### config.mk
export PLATFORM = sky130hd
export DESIGN_NAME = seg7_scan
export DESIGN_NICKNAME = d
export VERILOG_FILES = /design/src/rtl/seg7_scan.sv
export SDC_FILE = /design/constraint.sdc
export NUM_CORES = 1
export LEC_CHECK = 0
export ABC_AREA = 1
export CORE_AREA = 2 2 89 91
export DETAILED_ROUTE_END_ITERATION = 16
export DIE_AREA = 0 0 91 93
export GPL_TIMING_DRIVEN = 0
export HOLD_SLACK_MARGIN = 0.12
export PLACE_DENSITY_LB_ADDON = 0.1
export SETUP_SLACK_MARGIN = 0.4
export SYNTH_ARGS = -nofsm -noshare
export SYNTH_HDL_FRONTEND = slang
export SYNTH_SLANG_ARGS = --single-unit
export TNS_END_PERCENT = 10
### constraint.sdc
create_clock -name clk -period 2.8 [get_ports clk]
set_clock_uncertainty 0.05 [all_clocks]
set_input_delay 0.84 -clock clk [delete_from_list [all_inputs] [get_ports clk]]
set_output_delay 0.84 -clock clk [all_outputs]
set_load 0.01 [all_outputs]
### src/rtl/seg7_scan.sv
// seg7_scan
// ---------
// Display back-end for the calculator. Reassembles the serialized nibble
// stream coming from the display serializer into a 16-bit display buffer
// and time-multiplexes that buffer onto a 4-digit common-anode 7-segment
// display.
//
// Parameters:
//   SCAN_DIV   clock cycles each digit stays lit (minimum 2)
//   CNT_W      width of the scan divider counter (SCAN_DIV-1 must fit)
//
// Ports:
//   clk         single clock, rising edge
//   reset       synchronous, active-low reset
//   nibble_in   serializer data nibble
//   sync_in     frame marker, high on the most-significant nibble
//   seg[6:0]    segment drive, active-low, order g,f,e,d,c,b,a
//   an[3:0]     digit enables, active-low, an[0] = least-significant digit
//   frame_done  one-cycle pulse when a full frame is committed
//   frame_err   one-cycle pulse when a partial frame is discarded
//
// Build option:
//   SEG7_BLANK_LEADING_ZERO_EN  when defined, digits 3..1 are blanked while
//                               they and all more-significant digits are 0.
//                               Digit 0 is never blanked.

module seg7_scan #(
  parameter int SCAN_DIV = 50000,
  parameter int CNT_W    = 16
) (
  input  logic       clk,
  input  logic       reset,
  input  logic [3:0] nibble_in,
  input  logic       sync_in,
  output logic [6:0] seg,
  output logic [3:0] an,
  output logic       frame_done,
  output logic       frame_err
);

  localparam logic [CNT_W-1:0] DIV_MAX = CNT_W'(SCAN_DIV - 1);

  typedef enum logic [1:0] {
    IDLE,
    N1,
    N2,
    N3
  } cap_state_t;

  cap_state_t  state;
  cap_state_t  state_nxt;
  logic [15:0] shift;
  logic [15:0] shift_nxt;
  logic [15:0] disp_buf;
  logic        commit;
  logic        restart;

  logic [CNT_W-1:0] div_cnt;
  logic [1:0]       digit_idx;
  logic             div_wrap;
  logic [1:0]       idx_nxt;
  logic [3:0]       cur_nibble;
  logic [3:0]       an_nxt;
  logic [6:0]       seg_nxt;

  function automatic logic [6:0] hex_decode(input logic [3:0] v);
    logic [6:0] s;
    case (v)
      4'h0: s = 7'b1000000;
      4'h1: s = 7'b1111001;
      4'h2: s = 7'b0100100;
      4'h3: s = 7'b0110000;
      4'h4: s = 7'b0011001;
      4'h5: s = 7'b0010010;
      4'h6: s = 7'b0000010;
      4'h7: s = 7'b1111000;
      4'h8: s = 7'b0000000;
      4'h9: s = 7'b0010000;
      4'hA: s = 7'b0001000;
      4'hB: s = 7'b0000011;
      4'hC: s = 7'b1000110;
      4'hD: s = 7'b0100001;
      4'hE: s = 7'b0000110;
      default: s = 7'b0001110;
    endcase
    return s;
  endfunction

  // Capture next-state logic. A sync always wins and restarts the frame;
  // leaving a partially filled frame that way is reported as an error.
  // Only the N3 step commits, so disp_buf never sees a torn frame.
  always_comb begin
    state_nxt = state;
    shift_nxt = shift;
    commit    = 1'b0;
    restart   = 1'b0;
    if (sync_in) begin
      state_nxt         = N1;
      shift_nxt[15:12]  = nibble_in;
      restart           = (state != IDLE);
    end else begin
      case (state)
        N1: begin
          shift_nxt[11:8] = nibble_in;
          state_nxt       = N2;
        end
        N2: begin
          shift_nxt[7:4] = nibble_in;
          state_nxt      = N3;
        end
        N3: begin
          shift_nxt[3:0] = nibble_in;
          commit         = 1'b1;
          state_nxt      = IDLE;
        end
        default: ;
      endcase
    end
  end

  // Capture registers. The commit writes the freshly completed word
  // (including the last nibble sampled on this same edge).
  always_ff @(posedge clk) begin
    if (!reset) begin
      state      <= IDLE;
      shift      <= 16'h0000;
      disp_buf   <= 16'h0000;
      frame_done <= 1'b0;
      frame_err  <= 1'b0;
    end else begin
      state      <= state_nxt;
      shift      <= shift_nxt;
      frame_done <= commit;
      frame_err  <= restart;
      if (commit) begin
        disp_buf <= shift_nxt;
      end
    end
  end

  // Scan selection. an and seg are both computed from the digit index the
  // counter is about to hold, so the enable and its segments always
  // change together on the same edge.
  always_comb begin
    div_wrap = (div_cnt == DIV_MAX);
    idx_nxt  = div_wrap ? digit_idx + 2'd1 : digit_idx;
    an_nxt   = ~(4'b0001 << idx_nxt);
    case (idx_nxt)
      2'd0:    cur_nibble = disp_buf[3:0];
      2'd1:    cur_nibble = disp_buf[7:4];
      2'd2:    cur_nibble = disp_buf[11:8];
      default: cur_nibble = disp_buf[15:12];
    endcase
  end

`ifdef SEG7_BLANK_LEADING_ZERO_EN
  logic blank;

  // A digit is a leading zero when it and everything above it are zero.
  always_comb begin
    blank = 1'b0;
    case (idx_nxt)
      2'd3:    blank = (disp_buf[15:12] == 4'h0);
      2'd2:    blank = (disp_buf[15:8] == 8'h00);
      2'd1:    blank = (disp_buf[15:4] == 12'h000);
      default: blank = 1'b0;
    endcase
    seg_nxt = blank ? 7'b1111111 : hex_decode(cur_nibble);
  end
`else
  always_comb begin
    seg_nxt = hex_decode(cur_nibble);
  end
`endif

  // Free-running scan divider and registered display outputs.
  always_ff @(posedge clk) begin
    if (!reset) begin
      div_cnt   <= '0;
      digit_idx <= 2'd0;
      an        <= 4'b1110;
      seg       <= 7'b1000000;
    end else begin
      div_cnt   <= div_wrap ? '0 : div_cnt + CNT_W'(1);
      digit_idx <= idx_nxt;
      an        <= an_nxt;
      seg       <= seg_nxt;
    end
  end

endmodule

== Word-level counts from Yosys, hierarchy flattened ==
Memories as Yosys holds them, arrays and structs flattened. A register that Yosys moved wholly into a read port is not among the register bits.
Cells that the tools add are included.

* Bits in registers: 58
* Bits in latches: 0
* Bits in writable memories: 0
* Bits in read-only memories: 112
* Input port bits: 7
* Output and inout bits: 13
* Word-level logic and storage cells: 40
* Memories kept: 1

* Add/sub/neg operators: 2
* Multipliers: 0
* Div/mod/pow operators: 0
* $lt $le $gt $ge: 0
* Equality and inequality tests: 6
* Shift-type cells: 1
* Mux-type cells: 11
* Bitwise gates (word level): 2
* Reductions and logical operators: 8

{| class="wikitable"
|+ Memory list
! name !! words !! width !! rd ports !! clocked after memory_dff !! write ports !! line !! RTL
|-
| (no name shown) || 16 || 7 || 1 || 1 || 0 || 68 || <nowiki>case (v)</nowiki>
|}

{| class="wikitable"
|+ Operator list
! cell !! count
|-
| adder 16 x 1 -> 16 bit, second input constant || 1
|-
| == test 16 bit, second input constant || 1
|-
| two-way mux 4 bit || 4
|-
| two-way mux 12 bit || 1
|-
| one-hot mux 4 bit (3 select lines) || 1
|-
| == test 2 bit, second input constant || 3
|-
| one-hot mux 2 bit (3 select lines) || 1
|-
| == test 2 x 1 -> 1 bit, second input constant || 2
|-
| inverter 4 bit || 1
|-
| nonzero test 4 bit || 1
|-
| OR reduction 2 bit || 2
|-
| left shift 1 x 2 -> 4 bit, first input constant || 1
|-
| two-way mux 1 bit || 3
|-
| nonzero test 3 bit || 1
|-
| adder 2 x 1 -> 2 bit, second input constant || 1
|-
| zero test 2 bit || 1
|-
| two-way mux 2 bit || 1
|-
| AND reduction 2 bit || 1
|-
| nonzero test 2 bit || 1
|-
| zero test 1 bit || 1
|-
| inverter 1 bit || 1
|}

== Logic depth before layout (Yosys ltp) ==
Gate-level depths: netlist of the first run.

* Word-level depth: 4
* Depth in mapped cells: 16
* Gate-level depth less buffers: 16

== Worst setup path before layout of the first run ==
No wires, ideal clock.

* Path type: register to register
* Start: register div_cnt[0]
* End: register seg[3]
* Setup time: 0.064 ns
* Arrival: 2.089 ns
* Data required time: 2.686 ns
* Path slack: 0.597 ns
* Cell stages (with the launch flop): 15
* Buffers on the path: 0
* Clock period less this slack: 2.203 ns
* Path through: dfxtp_1 -> ha_1 -> nand3_4 -> nor2_2 -> nand2_1 -> nand2_1 -> nand2_2 -> nand3_1 -> nand3_1 -> nor2_1 -> ha_1 -> nand3b_1 -> nand3_1 -> nand2_1 -> nor2_1

* Longest elaborated chain between the ends: 4
* Elaborated cells between the ends (all ways): 6
* Those cells by class: eq/ne (3); mux (2); reduce/logical (1)

{| class="wikitable"
|+ Ends and longest elaborated chain
! what !! line !! RTL
|-
| from (decl) || 58 || <nowiki>logic [CNT_W-1:0] div_cnt;</nowiki>
|-
| from (signal assigned) || 184 || <nowiki>div_cnt <= div_wrap ? '0 : div_cnt + CNT_W'(1);</nowiki>
|-
| == test 16 bit * || 145 || <nowiki>div_wrap = (div_cnt == DIV_MAX);</nowiki>
|-
| two-way mux 2 bit * || 146 || <nowiki>idx_nxt = div_wrap ? digit_idx + 2'd1 : digit_idx;</nowiki>
|-
| == test 2 bit, or another cell as far along || 148 || <nowiki>case (idx_nxt)</nowiki>
|-
| one-hot mux 4 bit (3 select lines) * || 148 ||
|-
| to (decl) || 35 || <nowiki>output logic [6:0] seg,</nowiki>
|}

Every way passes the cells marked *; elsewhere a longest branch is shown, timed or not.
A chain may end at the register's enable or synchronous reset.

== Worst setup path in the final report of the first run ==
Ends and elaborated chain as after synthesis.

==> results.json, run 1 <==
{
  "outcome": "complete, no violations",
  "grt_start_max_net_pins": 13,
  "required_ns": 3.03,
  "hpwl_mm": 4.46,
  "period_share": 0.790,
  "irDropWorstVdd_mv": 0.292,
  "yosys.cell_types.count": 37,
  "pin_count": 20,
  "ctsRootBufferMaster": "sky130_fd_sc_hd__clkbuf_8",
  "first_global_vias": 2316,
  "worst_setup_hold_path_clk_slew_ns": 0.07,
  "dp.cells": 477,
  "drt_pre_antenna_iters": 4,
  "clk_latency_ns": 0.35,
  "path_common_cell": "sky130_fd_sc_hd__nand3_1",
  "synth_top_cell_area_share": 0.440,
  "insertedDiodeCount": 0,
  "detail_route.wl_per_cell_um": 12.5,
  "port-buffer-count": 18,
  "critPathLaunchType": "register",
  "synth.most_common_cell": "sky130_fd_sc_hd__dfxtp_1",
  "post_layout_instance_count_excluding_filler_cells": 502,
  "path_max_fanout": 5,
  "met3_wirelength_um": 273,
  "start_util": 0.369,
  "dr_wl_met2_mm": 2.96,
  "syn_to_final_growth_pct": 22.5,
  "fin_crit_ns": 2.21,
  "cts_inserted_buffers": 9,
  "cp-end-kind": "register",
  "antenna_found_initial": 0,
  "maxSlewHeadroom": 0.656,
  "rows": 32,
  "vias_per_cell": 4.73,
  "layout-drive-gt1-share": 0.168,
  "tritoncts_num_sinks": 61,
  "yosys-top-cells-area": "sky130_fd_sc_hd__dfxtp_1, sky130_fd_sc_hd__nand2_1, sky130_fd_sc_hd__nor2_1, sky130_fd_sc_hd__nand3_1, sky130_fd_sc_hd__inv_1",
  "wl_met1_mm": 2.90,
  "design.die.area_um2": 8460,
  "die_height_um": 93,
  "critical_path.slowest_cell": "sky130_fd_sc_hd__dfxtp_4",
  "post_synth_inst_count": 357,
  "grt_use_total": 0.161,
  "r2r_start": "div_cnt[0]",
  "hp-class": "reg2reg",
  "power.density_cell_area_nw_per_um2": 530,
  "dr.max_layer_used": "met4",
  "syn_nets": 371,
  "ys_seq_elements": 61,
  "ctsHoldBuffers": 0,
  "layout.filler_cells": 799,
  "dr.first_iter.drc_count": 85,
  "asyncSetResetFlopFracSynth": 0,
  "timing.hold.worst.start": "div_cnt[0]",
  "synth_edf_count": 0,
  "maxCapViolCount": 0,
  "yosysSeqAreaShare": 0.440,
  "fmax_mhz": 452,
  "critical_path.startpoint": "div_cnt[0]",
  "slew_at_the_pin_with_the_worst_max_slew_slack_ns": 0.517,
  "routed-via-count": 2372,
  "cell_chain_critical_path": "ha_4 -> nand3_4 -> nor2_4 -> nand2_2 -> nand2_2 -> nand2_4 -> nand3_1 -> nand3_1 -> nor2_4 -> ha_1 -> nand3b_1 -> nand3_1 -> nand2_1 -> nor2_1",
  "critical-path-max-stage-delay_ns": 0.37,
  "postSynth.topFlopCell": "sky130_fd_sc_hd__dfxtp_1",
  "gp_routability_congestion": 0.816,
  "clock_tree_from_tritoncts": "done",
  "route.final.wire_length_mm": 6.27,
  "synth.yosys.warnings": 0,
  "synth.largest_area_cell": "sky130_fd_sc_hd__dfxtp_1",
  "finalMaxSlewViolations": 0,
  "gr-total-overflow": 0,
  "ant_nets": 0,
  "netlist_top_cells_count": "sky130_fd_sc_hd__dfxtp_1, sky130_fd_sc_hd__nand2_1, sky130_fd_sc_hd__nor2_1",
  "die_width_um": 91,
  "cp.arrival_ns": 2.44,
  "setup_viol": 0,
  "final-hold-violation-count": 0,
  "finalNetCount": 409,
  "crit_type": "reg2reg",
  "core-area_um2": 7530,
  "detail_route.drc_violations": 0,
  "cts_max_level": 3,
  "p_leak_nw": 1.38,
  "timing.setup.tns_ns": 0,
  "synth.avg_cell_area_um2": 7.77,
  "rsz0062_at_grt": "false",
  "mappedNetlistArea_um2": 2780,
  "grt_first_pass_wirelength_mm": 10.7,
  "max-clock-path-buffers": 2
}
==> path summary, 6_finish.rpt <==
kind	slack, ns	endpoint	depth (start not counted)
max	0.59	seg[3]	14
min reg2reg	0.40	div_cnt[0]	1
min	0.40	div_cnt[0]	1
max reg2reg	0.59	seg[3]	14
==> metal layers <==
layer  global-route usage  vias up
met5                    0        -
met4               0.0657        0
met3               0.0540       17
met2                0.265       39
met1                0.194     1069
li1                     -     1247
==> cell usage in the layout, fill, tap and decap left out, types with 2 or more instances in the layout <==
cell / n
sky130_fd_sc_hd__nor2_4: 4
sky130_fd_sc_hd__nand2_2: 10
sky130_fd_sc_hd__mux2i_1: 8
sky130_fd_sc_hd__dfxtp_2: 2
sky130_fd_sc_hd__ha_1: 5
sky130_fd_sc_hd__dfxtp_1: 58
sky130_fd_sc_hd__inv_2: 3
sky130_fd_sc_hd__nor3_2: 2
sky130_fd_sc_hd__clkdlybuf4s50_1: 18
sky130_fd_sc_hd__nand3b_1: 3
sky130_fd_sc_hd__inv_1: 34
sky130_fd_sc_hd__o21a_1: 2
sky130_fd_sc_hd__nor2_1: 51
sky130_fd_sc_hd__buf_4: 9
sky130_fd_sc_hd__nand3_2: 5
sky130_fd_sc_hd__xor2_1: 2
sky130_fd_sc_hd__nand2_4: 3
sky130_fd_sc_hd__clkbuf_1: 9
sky130_fd_sc_hd__nor3b_1: 3
sky130_fd_sc_hd__a31oi_1: 2
sky130_fd_sc_hd__nor2_2: 4
sky130_fd_sc_hd__clkbuf_8: 10
sky130_fd_sc_hd__clkinvlp_4: 2
sky130_fd_sc_hd__o21ai_2: 2
sky130_fd_sc_hd__o21ai_1: 3
sky130_fd_sc_hd__nor3_1: 6
sky130_fd_sc_hd__a21oi_1: 19
sky130_fd_sc_hd__o21bai_1: 2
sky130_fd_sc_hd__nand3_1: 30
sky130_fd_sc_hd__o21ai_0: 10
sky130_fd_sc_hd__nand4_1: 3
sky130_fd_sc_hd__o211ai_1: 5
sky130_fd_sc_hd__nand2_1: 56
sky130_fd_sc_hd__clkinv_4: 2
==> area by class of cell <==
class / count / area [um^2] / area share
Timing Repair Buffer: 26 / 240 / 0.0707
Multi-Input combinational cell: 248 / 1400 / 0.411
Clock buffer: 10 / 138 / 0.0405
Inverter: 38 / 145 / 0.0427
Buffer: 11 / 52.6 / 0.0155
Tap cell: 102 / 128 / 0.0375
Sequential cell: 61 / 1230 / 0.361
Clock inverter: 6 / 71.3 / 0.0210
==> flip-flops by register name (all words and copies together) (netlist names) <==
signal,flops
disp_buf,16
div_cnt,16
shift,12
seg,7
an,4
digit_idx,2
state,2
frame_done,1
frame_err,1
==> stage by stage <==
| step | area (um^2) | power, W | hold WS [ns] | util | worst slack, ns |
|---|---|---|---|---|---|
| 5_1_grt | 3400 | 0.00187 | 0.430 | 0.452 | 0.406 |
| 6_report | 3400 | 0.00180 | 0.404 | 0.452 | 0.587 |
| 4_1_cts | 3310 | 0.00182 | 0.421 | 0.439 | 0.386 |
| 2_1_floorplan | 2780 | 0.000958 | 0.380 | - | 0.597 |
| 3_5_place_dp | 3080 | 0.000987 | 0.406 | 0.410 | 0.175 |
| 3_3_place_gp | 3080 | 0.000986 | 0.399 | 0.410 | 0.193 |
==> cell families (layout without fill, tap and decap cells) <==
| group | after synthesis | count (layout) | share of synthesized area |
|---|---|---|---|
| fa+ha+maj | 7 | 7 | 0.0316 |
| mux | 8 | 8 | 0.0289 |
| xor+xnor | 3 | 3 | 0.00947 |
| simple gates | 181 | 182 | 0.317 |
| compound gates | 48 | 48 | 0.102 |
| buf+inv | 49 | 91 | 0.0712 |
| flops | 61 | 61 | 0.440 |
==> worst max-delay path, delay by kind of cell (launching register included) <==
kind	cells	cell delay, ns
fa+ha+maj	2	0.42
flops	1	0.37
simple gates	12	1.31
==> what timing repair did <==
item / in CTS / in global routing
resized for setup: 5 / 10
pin swaps: 0 / 5
setup buffers: 0 / 8
endpoints found under the setup margin: 6 / 7
cloned: 0 / 1
==> power by group <==
part           leakage [nW]  internal [W]  switching, W
logic                 0.785     0.0000307     0.0000462
clock network        0.0991      0.000441      0.000390
registers             0.495      0.000883    0.00000992
(Power assumes the default switching activity.)
==> inputs of run 2 (changes only) <==
- clock period: 2.8 -> 1.8 ns (I/O delays scaled with it)
==> run 2 against run 1 <==
Against the previous run:
- the flow now finishes with violations (setup timing)
- largest cell class unchanged
- power grew 61%
- count of clock-buffer cells in the layout is 1 lower
- critical path depth increased by 1
- maximum frequency rose by 7.0%
==> results.json, run 2 (same netlist as run 1, synthesis figures left out) <==
{
  "outcome": "finished, violations left",
  "violations": "setup timing",
  "layout_setup_ws_ns": -0.267,
  "grt_start_max_net_pins": 13,
  "crit_type": "reg2reg",
  "period_share": 1.15,
  "critical_path.startpoint": "div_cnt[0]",
  "vias_per_cell": 4.70,
  "cts_max_level": 3,
  "critPathLaunchType": "register",
  "totalPowerFinal_w": 0.00290,
  "power.density_cell_area_nw_per_um2": 783,
  "rsz0062_at_grt": "true",
  "routed-via-count": 2398,
  "pin_count": 20,
  "required_ns": 2.00,
  "ctsHoldBuffers": 0,
  "dr.first_iter.drc_count": 129,
  "layout-drive-gt1-share": 0.368,
  "final-hold-violation-count": 0,
  "syn_to_final_growth_pct": 33.3,
  "clock_tree_from_tritoncts": "done",
  "rows": 32,
  "irDropWorstVdd_mv": 0.418,
  "fin_crit_ns": 2.07,
  "biggestRegsByFlops": "disp_buf: 16 flops, div_cnt: 16 flops, shift: 12 flops",
  "route.final.wire_length_mm": 6.47,
  "start_util": 0.369,
  "layout.filler_cells": 766,
  "port-buffer-count": 18,
  "gr-total-overflow": 0,
  "final_cell_mix": "sky130_fd_sc_hd__dfxtp_1, sky130_fd_sc_hd__nand2_1, sky130_fd_sc_hd__nor2_1, sky130_fd_sc_hd__inv_1, sky130_fd_sc_hd__nand3_1",
  "slew_at_the_pin_with_the_worst_max_slew_slack_ns": 0.416,
  "die_width_um": 91,
  "r2r_start": "div_cnt[0]",
  "grt_use_total": 0.166,
  "finalNetCount": 417,
  "first_global_vias": 2329,
  "core-area_um2": 7530,
  "fmax_mhz": 484,
  "global_route.usage.met1": 0.217,
  "clk_latency_ns": 0.34,
  "gp_routability_congestion": 0.819,
  "detail_route.wl_per_cell_um": 12.7,
  "global_route.usage.met2": 0.269,
  "p_leak_nw": 1.57,
  "worst_setup_hold_path_clk_slew_ns": 0.07,
  "maxSlewHeadroom": 0.723,
  "antenna_found_initial": 0,
  "ctsRootBufferMaster": "sky130_fd_sc_hd__clkbuf_8",
  "cp.arrival_ns": 2.26,
  "tritoncts_num_sinks": 61,
  "hpwl_mm": 4.43,
  "path_max_fanout": 5,
  "setup_viol": 9,
  "insertedDiodeCount": 0,
  "finalMaxSlewViolations": 0,
  "cts_inserted_buffers": 9,
  "die_height_um": 93,
  "maxCapViolCount": 0,
  "grt_first_pass_wirelength_mm": 11.0,
  "cp-end-kind": "register",
  "met3_usage": 0.0338,
  "hp-class": "reg2reg",
  "dpl_cell_area_um2": 3170,
  "detail_route.drc_violations": 0,
  "max-clock-path-buffers": 2,
  "drt_pre_antenna_iters": 4,
  "final_common_cell": "sky130_fd_sc_hd__dfxtp_1",
  "stdcell_area_um2": 3700,
  "timing.hold.worst.start": "disp_buf[1]",
  "worst-r2r-setup-slack_ns": -0.27,
  "design.die.area_um2": 8460,
  "ant_nets": 0,
  "globalRoute.busiestLayer": "met2"
}
-- run 2: cell count changes in the layout (fill, tap and decap cells not counted), moves of 7 or more --
| cell | previous run | this run |
|---|---|---|
| sky130_fd_sc_hd__dfxtp_1 | 58 | 49 |
| sky130_fd_sc_hd__nor2_1 | 51 | 43 |
| sky130_fd_sc_hd__clkbuf_1 | 9 | 1 |
| sky130_fd_sc_hd__nand2_1 | 56 | 45 |
| sky130_fd_sc_hd__buf_2 | 0 | 13 |
| sky130_fd_sc_hd__nand3_2 | 5 | 15 |
| sky130_fd_sc_hd__buf_4 | 9 | 16 |
| sky130_fd_sc_hd__dfxtp_2 | 2 | 11 |
| sky130_fd_sc_hd__clkdlybuf4s50_1 | 18 | 3 |
| sky130_fd_sc_hd__nand3_1 | 30 | 19 |
-- run 2: final cells by class --
class / instances / area (um^2) / area share
multi-input cells: 247 / 1630 / 0.440
clock inverters: 7 / 98.8 / 0.0267
flip-flops and latches: 61 / 1240 / 0.335
plain buffers: 11 / 78.8 / 0.0213
inverters: 38 / 150 / 0.0406
clock buffers: 9 / 124 / 0.0335
repair buffers: 35 / 251 / 0.0680
well taps: 102 / 128 / 0.0345
-- run 2: path summary, 6_finish.rpt --
path	cells after the start	endpoint
worst max-delay path	15	seg[3]
worst min-delay path	2	disp_buf[1]
worst max register to register	15	seg[3]
worst min register to register	2	disp_buf[1]
-- run 2: through the flow --
| step | util | setup TNS (ns) | worst slack [ns] | hold slack (ns) | instances |
|---|---|---|---|---|---|
| after floorplan | - | -0.574 | -0.130 | 0.380 | 357 |
| after global placement | 0.421 | -7.63 | -0.399 | 0.397 | 477 |
| after detailed placement | 0.421 | -6.98 | -0.402 | 0.401 | 477 |
| after CTS | 0.471 | -2.18 | -0.274 | 0.427 | 504 |
| after global routing | 0.491 | -3.24 | -0.425 | 0.444 | 510 |
| final | 0.491 | -1.79 | -0.267 | 0.419 | 510 |
-- run 2: report_power, final --
| part | total (W) | switching [W] | internal, W |
|---|---|---|---|
| registers | 0.00139 | 0.0000153 | 0.00137 |
| clock network | 0.00137 | 0.000583 | 0.000786 |
| logic | 0.000139 | 0.0000802 | 0.0000590 |
| total | 0.00290 | 0.000679 | 0.00222 |
-- run 2: critical path, stage by stage (launching register included) --
cell and delay [ns]:
sky130_fd_sc_hd__dfxtp_4 0.36, sky130_fd_sc_hd__ha_4 0.14, sky130_fd_sc_hd__nand3_4 0.12, sky130_fd_sc_hd__nor2_4 0.17
sky130_fd_sc_hd__buf_4 0.12, sky130_fd_sc_hd__nand3_2 0.08, sky130_fd_sc_hd__nand2_4 0.10, sky130_fd_sc_hd__nand3_2 0.08
sky130_fd_sc_hd__inv_1 0.11, sky130_fd_sc_hd__nor2_4 0.06, sky130_fd_sc_hd__buf_4 0.14, sky130_fd_sc_hd__ha_1 0.18
sky130_fd_sc_hd__nand2_2 0.07, sky130_fd_sc_hd__o21ai_1 0.06, sky130_fd_sc_hd__nor2_1 0.08, sky130_fd_sc_hd__nor2_1 0.05
-- run 2: metal layers --
| layer | up-vias | share of wire |
|---|---|---|
| met4 | 0 | 0.017 |
| met1 | 1089 | 0.50 |
| met5 | - | 0 |
| met2 | 37 | 0.46 |
| met3 | 15 | 0.028 |
| li1 | 1257 | - |
-- run 2: what timing repair did --
action	in CTS	in global routing
hold endpoints to repair	0	0
pin swaps	14	17
resized for setup	95	43
setup buffers	11	6
cloned	0	0
endpoints found under the setup margin	67	39
